## src/rtl/fb_sram_arbiter.sv

```systemverilog
// Frame-copy write FIFO arbitrated against VGA pixel reads onto one registered SRAM port.
// Optional build macro FB_ARB_STATS_EN adds the wr_stall_cnt write-stall counter output.
module fb_sram_arbiter #(
  parameter int DATA_W     = 8,
  parameter int ADDR_W     = 20,
  parameter int FIFO_DEPTH = 8
) (
  input  logic              clk,
  input  logic              reset,
  input  logic              copy_start,
  input  logic              copy_valid,
  input  logic              copy_last,
  input  logic [ADDR_W-1:0] copy_addr,
  input  logic [DATA_W-1:0] copy_data,
  output logic              copy_ready,
  input  logic              rd_req,
  input  logic [ADDR_W-1:0] rd_addr,
  output logic              rd_valid,
  output logic [DATA_W-1:0] rd_data,
  output logic              sram_rd,
  output logic              sram_wr,
  output logic [ADDR_W-1:0] sram_addr,
  output logic [DATA_W-1:0] sram_wdata,
  input  logic [DATA_W-1:0] sram_rdata,
  output logic              frame_done,
`ifdef FB_ARB_STATS_EN
  output logic [15:0]       wr_stall_cnt,
`endif
  output logic              busy
);

  localparam int PW = $clog2(FIFO_DEPTH);
  localparam int EW = 1 + ADDR_W + DATA_W;

  typedef enum logic [1:0] {IDLE, COPY, DRAIN, DONE} state_t;

  state_t              state_reg;
  logic [EW-1:0]       mem [FIFO_DEPTH];
  logic [PW:0]         wr_ptr_reg, rd_ptr_reg, wr_ptr_next, rd_ptr_next;
  logic                full, empty, full_next, push, pop;
  logic [EW-1:0]       head;
  logic                copy_ready_reg, busy_reg, frame_done_reg;
  logic                sram_rd_reg, sram_wr_reg, sram_last_reg;
  logic [ADDR_W-1:0]   sram_addr_reg;
  logic [DATA_W-1:0]   sram_wdata_reg;
  logic                rd_valid_reg;
  logic [DATA_W-1:0]   rd_data_reg;

  // Extra pointer MSB distinguishes full from empty when the index bits match.
  assign full  = (wr_ptr_reg[PW] != rd_ptr_reg[PW]) && (wr_ptr_reg[PW-1:0] == rd_ptr_reg[PW-1:0]);
  assign empty = (wr_ptr_reg == rd_ptr_reg);
  assign push  = copy_valid && copy_ready_reg && (state_reg == COPY);
  assign pop   = !rd_req && !empty;

  assign wr_ptr_next = wr_ptr_reg + (PW+1)'(push);
  assign rd_ptr_next = rd_ptr_reg + (PW+1)'(pop);
  assign full_next   = (wr_ptr_next[PW] != rd_ptr_next[PW]) &&
                       (wr_ptr_next[PW-1:0] == rd_ptr_next[PW-1:0]);

  assign head = mem[rd_ptr_reg[PW-1:0]];

  always_ff @(posedge clk) begin
    if (push) mem[wr_ptr_reg[PW-1:0]] <= {copy_last, copy_addr, copy_data};
  end

  // copy_ready tracks !full of the pointers it will see next cycle, so it is 0 in reset.
  always_ff @(posedge clk or negedge reset) begin
    if (!reset) begin
      wr_ptr_reg     <= '0;
      rd_ptr_reg     <= '0;
      copy_ready_reg <= 1'b0;
    end else begin
      wr_ptr_reg     <= wr_ptr_next;
      rd_ptr_reg     <= rd_ptr_next;
      copy_ready_reg <= !full_next;
    end
  end

  always_ff @(posedge clk or negedge reset) begin
    if (!reset) begin
      sram_rd_reg    <= 1'b0;
      sram_wr_reg    <= 1'b0;
      sram_last_reg  <= 1'b0;
      sram_addr_reg  <= '0;
      sram_wdata_reg <= '0;
      rd_valid_reg   <= 1'b0;
      rd_data_reg    <= '0;
    end else begin
      sram_rd_reg   <= rd_req;
      sram_wr_reg   <= pop;
      sram_last_reg <= pop && head[EW-1];
      if (rd_req) begin
        sram_addr_reg <= rd_addr;
      end else if (pop) begin
        sram_addr_reg  <= head[DATA_W +: ADDR_W];
        sram_wdata_reg <= head[DATA_W-1:0];
      end
      rd_valid_reg <= sram_rd_reg;
      if (sram_rd_reg) rd_data_reg <= sram_rdata;
    end
  end

  always_ff @(posedge clk or negedge reset) begin
    if (!reset) begin
      state_reg      <= IDLE;
      busy_reg       <= 1'b0;
      frame_done_reg <= 1'b0;
    end else begin
      frame_done_reg <= 1'b0;
      case (state_reg)
        IDLE: if (copy_start) begin
          state_reg <= COPY;
          busy_reg  <= 1'b1;
        end
        COPY: if (push && copy_last) state_reg <= DRAIN;
        // The final entry is done once its write is actually on the SRAM port.
        DRAIN: if (sram_wr_reg && sram_last_reg) begin
          state_reg      <= DONE;
          frame_done_reg <= 1'b1;
        end
        default: begin
          state_reg <= IDLE;
          busy_reg  <= 1'b0;
        end
      endcase
    end
  end

`ifdef FB_ARB_STATS_EN
  logic [15:0] stall_cnt_reg;

  always_ff @(posedge clk or negedge reset) begin
    if (!reset) begin
      stall_cnt_reg <= '0;
    end else if (copy_start) begin
      stall_cnt_reg <= '0;
    end else if (!empty && rd_req && (stall_cnt_reg != 16'hFFFF)) begin
      stall_cnt_reg <= stall_cnt_reg + 16'd1;
    end
  end

  assign wr_stall_cnt = stall_cnt_reg;
`endif

  assign copy_ready = copy_ready_reg;
  assign busy       = busy_reg;
  assign frame_done = frame_done_reg;
  assign sram_rd    = sram_rd_reg;
  assign sram_wr    = sram_wr_reg;
  assign sram_addr  = sram_addr_reg;
  assign sram_wdata = sram_wdata_reg;
  assign rd_valid   = rd_valid_reg;
  assign rd_data    = rd_data_reg;

endmodule

```

## config.mk

```make
export PLATFORM = sky130hd
export DESIGN_NAME = fb_sram_arbiter
export DESIGN_NICKNAME = d
export VERILOG_FILES = /design/src/rtl/fb_sram_arbiter.sv
export SDC_FILE = /design/constraint.sdc
export NUM_CORES = 1
export LEC_CHECK = 0
export BUFFER_PORTS_ARGS = -buffer_cell sky130_fd_sc_hd__buf_2
export CORE_MARGIN = 5
export CORE_UTILIZATION = 59
export DETAILED_ROUTE_END_ITERATION = 10
export GPL_TIMING_DRIVEN = 0
export PLACE_DENSITY = 0.81
export SYNTH_ARGS = -nofsm -noshare
export SYNTH_HDL_FRONTEND = slang
export SYNTH_SLANG_ARGS = --single-unit
```

## constraint.sdc

```tcl
create_clock -name clk -period 3.8 [get_ports clk]
set_input_delay 0 -clock clk [delete_from_list [all_inputs] [get_ports clk]]
set_output_delay 0 -clock clk [all_outputs]
set_load 0.02 [all_outputs]
```

---- After elaboration in Yosys (flattened, before gate mapping) ----
Memories as Yosys holds them, arrays and structs flattened.
Cells that the tools add are included.
storage, ports and cells
  output and inout bits ................... 42
  input port bits ......................... 62
  memories ................................ 1
  bits in writable memories ............... 232
  flip-flop bits (word level) ............. 53
memory list
  name  words  bits a word  rd ports  clocked after memory_dff  write ports  line  text
  mem   8      29           1         0                         1            38    logic [EW-1:0] mem [FIFO_DEPTH];
cells by class
  reductions and logical operators ........ 16
  bitwise logic cells ..................... 2
  eq/ne operators ......................... 8
  add/subtract/negate cells ............... 2
  multiplexer cells ....................... 12
operators with widths
  kind                  number
  $mux W20              2
  $add A4 B1 Y4         2
  $logic_and A1 B1 Y1   7
  $mux W2               3
  $pmux W2 S3           1
  $mux W1               5
  $eq A4 B4 Y1          1
  $ne A2 B2 Y1 const B  2
  $reduce_and A2 Y1     2
  $eq A3 B3 Y1          1
  $logic_not A1 Y1      3
  $reduce_and A3 Y1     1
  $eq A2 B1 Y1 const B  1
  $eq A2 B2 Y1 const B  1
  $logic_not A2 Y1      1
  $ne A2 B1 Y1 const B  1
  $not A1 Y1            2
  $pmux W1 S2           1
  $reduce_bool A2 Y1    1
  $reduce_or A2 Y1      1
  $ne A1 B1 Y1          1

---- Depth between registers and ports, before layout ----
  depth after elaboration ................. 7
  gate-level depth with buffers ........... 9

---- Worst setup path before layout ----
Ideal clock, no wire load.
  path kind ............................... reg-to-reg
  start point ............................. register state_reg[1]
  end point ............................... memory mem[0][0] (netlist bit) (enable)
  stages on the path, launching flop included .. 6
  data required time ...................... 3.349 ns
  arrival time ............................ 2.913 ns
  slack ................................... 0.436 ns
  cell sequence ........................... dfrtp_1 > inv_1 > ha_1 > and3_1 > nand2b_1 > nor3_1
on the way
  longest elaborated chain between the ends .. 4
RTL lines
  what                           line  text
  start: declaration             37    state_t state_reg;
  start signal: assignment       105   state_reg <= IDLE;
  start signal: assignment       112   state_reg <= COPY;
  start signal: assignment       115   COPY: if (push && copy_last) state_reg <= DRAIN;
  $eq A2 B1 Y1                   52    assign push = copy_valid && copy_ready_reg && (state_reg == COPY);
  $logic_and A1 B1 Y1            52
  $mux W1                        63    if (push) mem[wr_ptr_reg[PW-1:0]] <= {copy_last, copy_addr, copy_data};
  $mux W1 (implied by the code)  63
  end: declaration               38
No other way between the ends.

---- Worst setup path after layout ----
  start point ............................. register state_reg[1]
  end point ............................... memory mem[0][13] (netlist bit) (enable)
Same word-level chain as after synthesis.

==> out/results.tsv <==
metric	value	unit
status	finished, final reports clean	
fill_cells	945	
drtPass1Iterations	5	
timing.critical_path.required	4050	ps
io_buffers	103	
timing.critical_path.slowest_cell_delay	590	ps
layout-area-overhead-vs-synth	22.88	%
yosys.cell_types.count	29	
routed_wirelength	24720	um
numCtsBuffers	27	
core-area	18090	um^2
tightest_slew	965.4	ps
drc_errors	0	
worstSetupPathType	reg2reg	
synth_area	10920	um^2
synth_enable_flop_cells	232	
synth_top_area_frac	0.6379	
synth_ff_type	sky130_fd_sc_hd__edfxtp_1	
rsz_0062_raised_after_global_routing	false	
timing.rr.end	mem[0][13]	
worst_path_most_repeated_cell	sky130_fd_sc_hd__buf_6	
synth_fp_nets	594	
final_nets	800	
clock_tree.root_cell	sky130_fd_sc_hd__clkbuf_16	
report.final.slew_viol_count	0	
num_antenna_cells	0	
fmax	0.3730	GHz
slew-limit-headroom	0.3564	
yosys_register_bits	285	
worstReg2RegStart	state_reg[1]	
wire_length_of_the_first_global_routing_pass	37850	um
cts-root-to-sink-buffers	3	
cts.repair.resized	0	
fin_cells	978	
synthesis.instances	524	
cts-htree-levels	1	
leakage_component_of_the_power	4.927	nW
cell_accounting_for_the_most_synthesized_area	sky130_fd_sc_hd__edfxtp_1	
worst_clock_skew_on_the_final_layout	12.39	ps
cellPowerDensity	703.3	nW/um^2
crit_path_start_kind	register	
avgViaCountPerCell	6.091	
timing.final.setup_violations	0	
sequential_to_total_area_share_from_yosys_stat	0.7594	
hold_class	in2async	
report.final.hold_viol_count	0	
die-height	146.1	um
layout_worst_path_cycle_share	0.7056	
drt_first_iter_violations	625	
worstPathMaxFanout	8	
post_route_cells_drive_above_1_share	0.3244	
tritoncts	done	
drv_cap	0	
drt-wirelength-per-cell	25.27	um
post_synthesis_mean_instance_area	20.84	um^2
grt_start_max_net_pins	54	
floorplan.initialDensity	0.6038	
grt_use_total	0.2349	
row_count	49	
antenna_found_initial	0	
dr_total_vias	5957	
detail-route-antenna-nets	0	
global_route.overflow_total	0	
path_buf_inv	4	
hold-worst-slack	103.2	ps
clock_latency	540	ps
endpoint_kind	register	
cts.sink_count	285	
largest_register_ff_count	232	
worst_path_max_delay_cell	sky130_fd_sc_hd__nor3_2	
vias_in_the_first_global_route	6329	
last_weighted_congestion_value_of_the_routability_driven_placer	0.7811	
hpwl	14510	um
die_width	146.1	um
ys_top_cells_by_area	sky130_fd_sc_hd__edfxtp_1, sky130_fd_sc_hd__dfrtp_1, sky130_fd_sc_hd__mux4_2, sky130_fd_sc_hd__mux2i_1, sky130_fd_sc_hd__a221o_1	
max_rail_drop_vdd	0.4773	mV
cp_cell_sequence	inv_1 > ha_1 > and3_1 > nand2b_1 > nor3_2 > buf_6 > buf_6 > buf_6	
arrival	2930	ps
ff2ff_setup_slack	1120	ps
fp.dieArea	21330	um^2
clk_pin_slew	60	ps
final_period_minus_worst_setup_slack	2681	ps
placed_cells	869	
async_flop_share	0.1860	
ys_warn_count	0	
worst_r2r_path_depth	8	
top_level_ports	104	
cpLargestDelayFamily	simple AND/OR/NAND/NOR gates	
==> cell families (layout without fill, tap and decap cells) <==
kind of cell               Yosys count  in the layout  synth area share
xor gates and xnor gates            12             12          0.009625
DFF                                285            285            0.7594
adders and majority gates            8              8          0.009166
buffers and inverters               43            268           0.02234
muxes                               96             96            0.1554
AOI/OAI and AO/OA                   33             33           0.02578
and+or+nand+nor                     47             47           0.01833
==> cells in the mapped netlist, types with 2 or more instances <==
master,instances
sky130_fd_sc_hd__inv_1,16
sky130_fd_sc_hd__nand2_1,12
sky130_fd_sc_hd__a222oi_1,7
sky130_fd_sc_hd__clkbuf_1,9
sky130_fd_sc_hd__buf_6,2
sky130_fd_sc_hd__nand4_1,2
sky130_fd_sc_hd__buf_2,10
sky130_fd_sc_hd__dfrtp_1,53
sky130_fd_sc_hd__ha_1,8
sky130_fd_sc_hd__o21ai_1,8
sky130_fd_sc_hd__buf_12,2
sky130_fd_sc_hd__nor2_1,23
sky130_fd_sc_hd__mux4_2,58
sky130_fd_sc_hd__xor2_1,3
sky130_fd_sc_hd__nor3_1,2
sky130_fd_sc_hd__and3_1,2
sky130_fd_sc_hd__edfxtp_1,232
sky130_fd_sc_hd__a221o_1,14
sky130_fd_sc_hd__xnor2_1,9
sky130_fd_sc_hd__mux2_2,8
sky130_fd_sc_hd__mux2i_1,30
sky130_fd_sc_hd__nand3_1,3
sky130_fd_sc_hd__nand2b_1,3
sky130_fd_sc_hd__buf_4,3
==> worst reg2reg max path: stages, from the launching register on <==
cell	delay (ps)
sky130_fd_sc_hd__dfrtp_1	400
sky130_fd_sc_hd__inv_1	100
sky130_fd_sc_hd__ha_1	180
sky130_fd_sc_hd__and3_1	280
sky130_fd_sc_hd__nand2b_1	260
sky130_fd_sc_hd__nor3_2	590
sky130_fd_sc_hd__buf_6	250
sky130_fd_sc_hd__buf_6	170
sky130_fd_sc_hd__buf_6	150
==> power by group <==
| group | switching [mW] | internal (mW) |
|---|---|---|
| Combinational | 1.61 | 1.34 |
| Sequential | 0.188 | 3.77 |
| Clock | 1.09 | 1.44 |
==> layout by cell type (no fill, tap or decap) <==
cell type / Yosys / layout
sky130_fd_sc_hd__edfxtp_1: 232 / 232
sky130_fd_sc_hd__buf_2: 10 / 112
sky130_fd_sc_hd__dlygate4sd3_1: 0 / 61
sky130_fd_sc_hd__mux4_2: 58 / 58
sky130_fd_sc_hd__dfrtp_1: 53 / 53
sky130_fd_sc_hd__mux2i_1: 30 / 30
sky130_fd_sc_hd__clkbuf_16: 0 / 27
sky130_fd_sc_hd__clkbuf_1: 9 / 18
sky130_fd_sc_hd__nor2_1: 23 / 17
sky130_fd_sc_hd__inv_1: 16 / 16
sky130_fd_sc_hd__a221o_1: 14 / 14
sky130_fd_sc_hd__nand2_1: 12 / 12
sky130_fd_sc_hd__xnor2_1: 9 / 9
sky130_fd_sc_hd__buf_6: 2 / 8
sky130_fd_sc_hd__o21ai_1: 8 / 8
sky130_fd_sc_hd__mux2_2: 8 / 8
sky130_fd_sc_hd__ha_1: 8 / 8
sky130_fd_sc_hd__buf_12: 2 / 7
sky130_fd_sc_hd__a222oi_1: 7 / 7
sky130_fd_sc_hd__nor2_4: 0 / 6
sky130_fd_sc_hd__clkinv_2: 0 / 5
sky130_fd_sc_hd__buf_4: 3 / 4
sky130_fd_sc_hd__clkinv_1: 0 / 4
sky130_fd_sc_hd__xor2_1: 3 / 3
sky130_fd_sc_hd__nand3_1: 3 / 3
sky130_fd_sc_hd__nand2b_1: 3 / 3
sky130_fd_sc_hd__and3_1: 2 / 2
sky130_fd_sc_hd__nor3_2: 0 / 2
sky130_fd_sc_hd__nand4_1: 2 / 2
sky130_fd_sc_hd__buf_8: 1 / 2
sky130_fd_sc_hd__bufinv_16: 0 / 2
sky130_fd_sc_hd__a41o_1: 1 / 1
sky130_fd_sc_hd__o21bai_1: 1 / 1
sky130_fd_sc_hd__o21ai_0: 1 / 1
sky130_fd_sc_hd__o22a_1: 1 / 1
sky130_fd_sc_hd__inv_6: 0 / 1
sky130_fd_sc_hd__buf_16: 0 / 1
==> what timing repair did <==
item,CTS,global route
setup buffers,0,0
hold buffers,61,0
hold endpoints to repair,317,0
==> layer usage <==
metal	vias to the layer above	track usage	routed length, um
met5	-	0	0
met4	0	0.07620	621
met3	46	0.03843	1933
met2	339	0.4006	12870
met1	3044	0.3159	9293
li1	2528	-	-
==> how the worst max path moves through the flow <==
stage | startpoint | to | slack [ps] | depth (start not counted)
finish | state_reg[1] | mem[0][13] | 1120 | 8
global route | state_reg[1] | mem[0][27] | 980 | 8
CTS | state_reg[1] | mem[0][13] | 1140 | 8
detailed placement | state_reg[1] | mem[0][17] | 1150 | 8
global placement | state_reg[1] | mem[1][27] | -1680 | 5
floorplan | state_reg[1] | mem[0][0] | 440 | 5
==> final cells by class <==
type                            count  area [um^2]  area share
Buffer                             27        183.9     0.01371
Multi-Input combinational cell    196         2439      0.1817
Inverter                           16        60.06    0.004476
Timing Repair Buffer              177         1339     0.09977
Sequential cell                   285         8293      0.6180
Clock inverter                     12        108.9    0.008112
Clock buffer                       36        709.4     0.05287
Tap cell                          229        286.5     0.02135
==> metrics by stage <==
step	setup TNS (ps)	cell area, um^2	setup WS [ps]	total power [mW]	util
after floorplan	0	10920	435.7	5.995	-
after global placement	-114270	11720	-1681	6.691	0.6481
after detailed placement	0	11990	1150	6.861	0.6628
after CTS	0	13420	1138	9.462	0.7418
after global routing	0	13420	979.7	9.852	0.7420
final	0	13420	1119	9.438	0.7420
Power figures use the tool's default switching activity.
